$ cat config.mk
export PLATFORM = sky130hd
export DESIGN_NAME = rf_wb_arbiter
export DESIGN_NICKNAME = d
export VERILOG_FILES = /design/src/rtl/rf_wb_arbiter_pkg.sv /design/src/rtl/rf_wb_arbiter_rr_arb2.sv /design/src/rtl/rf_wb_arbiter.sv
export SDC_FILE = /design/constraint.sdc
export NUM_CORES = 1
export LEC_CHECK = 0
export ABC_AREA = 1
export CORE_AREA = 2 2 80 59
export CTS_CLUSTER_DIAMETER = 80
export CTS_CLUSTER_SIZE = 40
export DETAILED_ROUTE_END_ITERATION = 8
export DIE_AREA = 0 0 82 61
export DONT_BUFFER_PORTS = 1
export GPL_TIMING_DRIVEN = 0
export PLACE_DENSITY = 0.82
export SYNTH_ARGS = -nofsm -noshare
export SYNTH_HDL_FRONTEND = slang
export SYNTH_SLANG_ARGS = --single-unit
$ cat constraint.sdc
create_clock -name clk -period 3.3 [get_ports clk]
set_clock_uncertainty 0.05 [all_clocks]
set_input_delay 0.66 -clock clk [delete_from_list [all_inputs] [get_ports clk]]
set_output_delay 0.66 -clock clk [all_outputs]
set_load 0.02 [all_outputs]
$ cat src/rtl/rf_wb_arbiter_pkg.sv
// Shared definitions for the register-file writeback arbiter: source IDs and
// the default number of implemented registers.
package rf_wb_arbiter_pkg;

    localparam int unsigned NREG_DEFAULT = 16;

    // Source identity doubles as the requester index inside the 2-way arbiter.
    typedef enum logic {
        SRC_EXU = 1'b0,
        SRC_LSU = 1'b1
    } src_e;

endpackage

$ cat src/rtl/rf_wb_arbiter_rr_arb2.sv
// Two-way round-robin arbiter: one-hot grant, priority to the requester that
// was not granted last. The last-grant flop only moves when a grant is issued.
module rr_arb2
    import rf_wb_arbiter_pkg::*;
(
    input  logic       clk,
    input  logic       rst,
    input  logic [1:0] req,
    output logic [1:0] gnt
);

    src_e last;

    always_comb begin
        gnt = '0;
        unique case (req)
            2'b01:   gnt = 2'b01;
            2'b10:   gnt = 2'b10;
            2'b11:   gnt = (last == SRC_LSU) ? 2'b01 : 2'b10;
            default: gnt = '0;
        endcase
    end

    always_ff @(posedge clk or posedge rst) begin
        if (rst) begin
            last <= SRC_LSU;
        end else if (|gnt) begin
            last <= gnt[1] ? SRC_LSU : SRC_EXU;
        end
    end

endmodule

$ cat src/rtl/rf_wb_arbiter.sv
// Shares the register-file write port between EXU results and LSU load
// returns, and keeps a busy scoreboard of destinations with writes in flight.
module rf_wb_arbiter
    import rf_wb_arbiter_pkg::*;
#(
    parameter int unsigned ADDR_WIDTH = 5,
    parameter int unsigned DATA_WIDTH = 32,
    parameter int unsigned NREG       = NREG_DEFAULT
) (
    input  logic                  clk,
    input  logic                  rst,
    input  logic                  exu_valid_i,
    output logic                  exu_ready_o,
    input  logic [ADDR_WIDTH-1:0] exu_rd_i,
    input  logic [DATA_WIDTH-1:0] exu_data_i,
    input  logic                  lsu_valid_i,
    output logic                  lsu_ready_o,
    input  logic [ADDR_WIDTH-1:0] lsu_rd_i,
    input  logic [DATA_WIDTH-1:0] lsu_data_i,
    input  logic                  issue_i,
    input  logic [ADDR_WIDTH-1:0] issue_rd_i,
    input  logic [ADDR_WIDTH-1:0] rs1_i,
    input  logic [ADDR_WIDTH-1:0] rs2_i,
    output logic                  stall_o,
    output logic                  rf_wen_o,
    output logic [ADDR_WIDTH-1:0] rf_waddr_o,
    output logic [DATA_WIDTH-1:0] rf_wdata_o,
    output logic                  idle_o
);

    localparam logic [ADDR_WIDTH-1:0] RD_MASK = ADDR_WIDTH'(NREG - 1);

    logic [1:0]            gnt;
    logic                  granted;
    logic [ADDR_WIDTH-1:0] sel_rd;
    logic [DATA_WIDTH-1:0] sel_data;
    logic [ADDR_WIDTH-1:0] wr_rd;
    logic [ADDR_WIDTH-1:0] set_rd;
    logic [ADDR_WIDTH-1:0] rs1_m;
    logic [ADDR_WIDTH-1:0] rs2_m;
    logic [NREG-1:0]       busy;
    logic [NREG-1:0]       busy_next;
    logic                  rs1_busy;
    logic                  rs2_busy;

    rr_arb2 u_arb (
        .clk (clk),
        .rst (rst),
        .req ({lsu_valid_i, exu_valid_i}),
        .gnt (gnt)
    );

    assign exu_ready_o = gnt[SRC_EXU];
    assign lsu_ready_o = gnt[SRC_LSU];
    assign granted     = |gnt;

    always_comb begin
        sel_rd   = exu_rd_i;
        sel_data = exu_data_i;
        if (gnt[SRC_LSU]) begin
            sel_rd   = lsu_rd_i;
            sel_data = lsu_data_i;
        end
    end

    assign wr_rd  = sel_rd & RD_MASK;
    assign set_rd = issue_rd_i & RD_MASK;
    assign rs1_m  = rs1_i & RD_MASK;
    assign rs2_m  = rs2_i & RD_MASK;

    // Staging register is rewritten every cycle; writes to x0 are accepted but suppressed.
    always_ff @(posedge clk or posedge rst) begin
        if (rst) begin
            rf_wen_o   <= 1'b0;
            rf_waddr_o <= '0;
            rf_wdata_o <= '0;
        end else begin
            rf_wen_o   <= granted && (wr_rd != '0);
            rf_waddr_o <= granted ? wr_rd : '0;
            rf_wdata_o <= granted ? sel_data : '0;
        end
    end

    // Clear from the staged write first, then set from issue so a same-cycle set wins.
    always_comb begin
        busy_next = busy;
        for (int unsigned i = 0; i < NREG; i++) begin
            if (rf_wen_o && (rf_waddr_o == ADDR_WIDTH'(i))) busy_next[i] = 1'b0;
        end
        for (int unsigned i = 0; i < NREG; i++) begin
            if (issue_i && (set_rd == ADDR_WIDTH'(i))) busy_next[i] = 1'b1;
        end
        busy_next[0] = 1'b0;
    end

    always_ff @(posedge clk or posedge rst) begin
        if (rst) begin
            busy <= '0;
        end else begin
            busy <= busy_next;
        end
    end

    always_comb begin
        rs1_busy = 1'b0;
        rs2_busy = 1'b0;
        for (int unsigned i = 0; i < NREG; i++) begin
            if (rs1_m == ADDR_WIDTH'(i)) rs1_busy = busy[i];
            if (rs2_m == ADDR_WIDTH'(i)) rs2_busy = busy[i];
        end
    end

    assign stall_o = rs1_busy | rs2_busy;
    assign idle_o  = ~|busy & ~rf_wen_o;

endmodule

==> summary.txt <==
Post-synth EDFFs - 0
Slew headroom - 52.70%
Period Utilization, post-route - 72.90%
CTS max path bufs - 2
Num CTS Buffers - 5
Worst Tran Pin Value - 0.7031 ns
Critical Path RT - 2.59 ns
Final HPWL DP - 4959 um
Drt total wl - 6401 um
Largest net degree at the start of global routing - 32
Total GRT Usage - 26.86%
Adder-cell area share of the yosys netlist - 0%
Main synth FF type - dfrtp_1
Diode count - 0
Post-synth cell types - 26
Worst ir drop on vdd - 0.0003534 V
Warnings from Yosys - 0
Most common cell after layout, fill and taps aside - nand2_1
Critical Path Fanout Max - 7
Hold-fix buffers at CTS - 0
Fin. Hold Viols - 0
Startpoint types - flip-flop
Setup CP Type - reg -> out
Largest family of logic cells by synthesized area - simple AND/OR/NAND/NOR gates
Most frequent cells in the layout - 118 x nand2_1, 63 x nand3_1, 52 x dfrtp_1, 28 x inv_1, 18 x nor2_1
Clock sink total - 53
I/O Buffers - 0
GP Congestion - 0.8752
Clock slew at reported path FFs - 0.10 ns
Cell Rows - 20
Core area - 0.004204 mm2
Post-CTS Setup Bufs - 0
Max_cap viols - 0
Seq/Total Area, Yosys - 50.12%
#FFs+latches synth - 53
Synth Area in XOR/XNOR - 0%
Status - finished clean
Setup TNS - 0 ns
Vias/cell - 5.706
Setup ws final - 0.8945 ns
Cell count after synthesis - 347
Setup crit end kind - output pin
Number of global-route vias before repair - 2181
Pins Over Slew Limit - 0
Syn Nets - 441
Crit path DAT - 1.70 ns
Clk root buf - clkbuf_8
Layout cells sized above 1 - 8.708%
1st-iter DRT viols - 175
Pre-CTS setup slack - 0.9673 ns
Global-route wire length before repair - 10030 um
Ys async rst share - 100.0%
Grt ovf - 0
Fin nets - 449
Final setup vio count - 0
Multiplexer share of the synthesized area - 0.3779%
Power per Cell Area - 580.1 mW/mm2
RSZ-0062 raised after global routing - no
DIE AREA - 0.005002 mm2
DR vias - 2345
Starting density of the core - 63.01%
Area grow syn2layout - 7.889%
Drt wl/cell - 15.57 um
Leakage - 1.486 nW
Initial antenna violation count - 0
H-tree Lvls - 2
Die Y - 61 um
Flop2flop setup slack - 1.94 ns
Simple logic cell fraction of the synthesized area - 35.19%
Mapped Area - 0.002649 mm2
Final Power - 1.658 mW
DRC viols - 0
# resized after CTS - 0
IO Pins - 136
Max Freq - 0.4157 GHz
Chip Width - 82 um
Avg Synthesized Cell Area - 7.633 um2
Synth Area in Compound Gates - 6.330%
CTS tree - built
Antenna-violating nets left - 0
First drt pass iteration count - 4
Worst min-delay path class - in -> async
Post-layout min period - 2.406 ns
Clock Latency Late Sink - 0.30 ns
-- cell usage after synthesis, drive strengths merged (2+ instances only) --
| master | instances | area share [%] |
|---|---|---|
| a21oi | 3 | 0.57 |
| buf | 13 | 3.0 |
| clkbuf | 3 | 0.43 |
| dfrtp | 52 | 49 |
| inv | 31 | 4.4 |
| nand2 | 120 | 17 |
| nand3 | 63 | 12 |
| nand4 | 4 | 0.94 |
| nor2 | 18 | 2.6 |
| nor3 | 6 | 1.1 |
| nor4 | 2 | 0.47 |
| o211ai | 2 | 0.57 |
| o21ai | 19 | 4.0 |
| o31ai | 2 | 0.57 |
| or2 | 3 | 0.71 |
-- stage by stage --
step,util (%),std cells,hold WS (ns),instance area (um2)
floorplan,-,347,0.4129,2649
global placement,64.64,402,0.4376,2718
detailed placement,65.12,403,0.4352,2738
CTS,67.98,411,0.2119,2858
global route,67.98,411,0.2193,2858
finish,67.98,411,0.1950,2858
-- kinds of logic after synthesis --
| family | count (synthesis) |
|---|---|
| AOI/OAI and AO/OA | 28 |
| other | 1 |
| muxes | 1 |
| DFF | 53 |
| buffers and inverters | 47 |
| and+or+nand+nor | 217 |
-- state kept, by name (all words and copies together), names as in the netlist --
name and cells:
rf_wdata_o 32, busy 15, u_arb.last 1, rf_wen_o 1, rf_waddr_o 4
-- critical path, cell delays in order, from the launching register on --
cell and delay (ns):
dfrtp_1 0.54, nor4_1 0.23, nand3_1 0.10, nor3_1 0.51
-- per-layer routing --
| metal | global-route usage [%] | share of wire [%] |
|---|---|---|
| met3 | 8.036 | 11 |
| met4 | 8.810 | 1.9 |
| met5 | 0 | 0 |
| met2 | 42.86 | 44 |
| met1 | 35.72 | 43 |
-- worst paths after layout --
kind,end,depth (start not counted),start
setup / recovery,idle_o,3,rf_wen_o
hold / removal,rf_wdata_o[24],1,rst
setup reg to reg,rf_wen_o,5,u_arb.last
hold reg to reg,u_arb.last,2,u_arb.last
max in group asynchronous,u_arb.last,2,rst
min in group clk,busy[7],1,issue_rd_i[3]
-- layout make-up --
| cell class | instances | area (um2) |
|---|---|---|
| Buffer | 16 | 91.34 |
| Tap cell | 55 | 68.82 |
| Inverter | 31 | 116.4 |
| Sequential cell | 53 | 1328 |
| Fill cell | 364 | 1346 |
| Timing Repair Buffer | 1 | 20.02 |
| Clock inverter | 2 | 37.54 |
| Clock buffer | 6 | 82.58 |
| Multi-Input combinational cell | 247 | 1114 |
-- report_power, final --
group	switching [mW]	internal [mW]	leakage [nW]
Clock	0.217	0.247	0.0574
Combinational	0.209	0.102	0.784
Sequential	0.129	0.754	0.645
(Power assumes the default switching activity.)
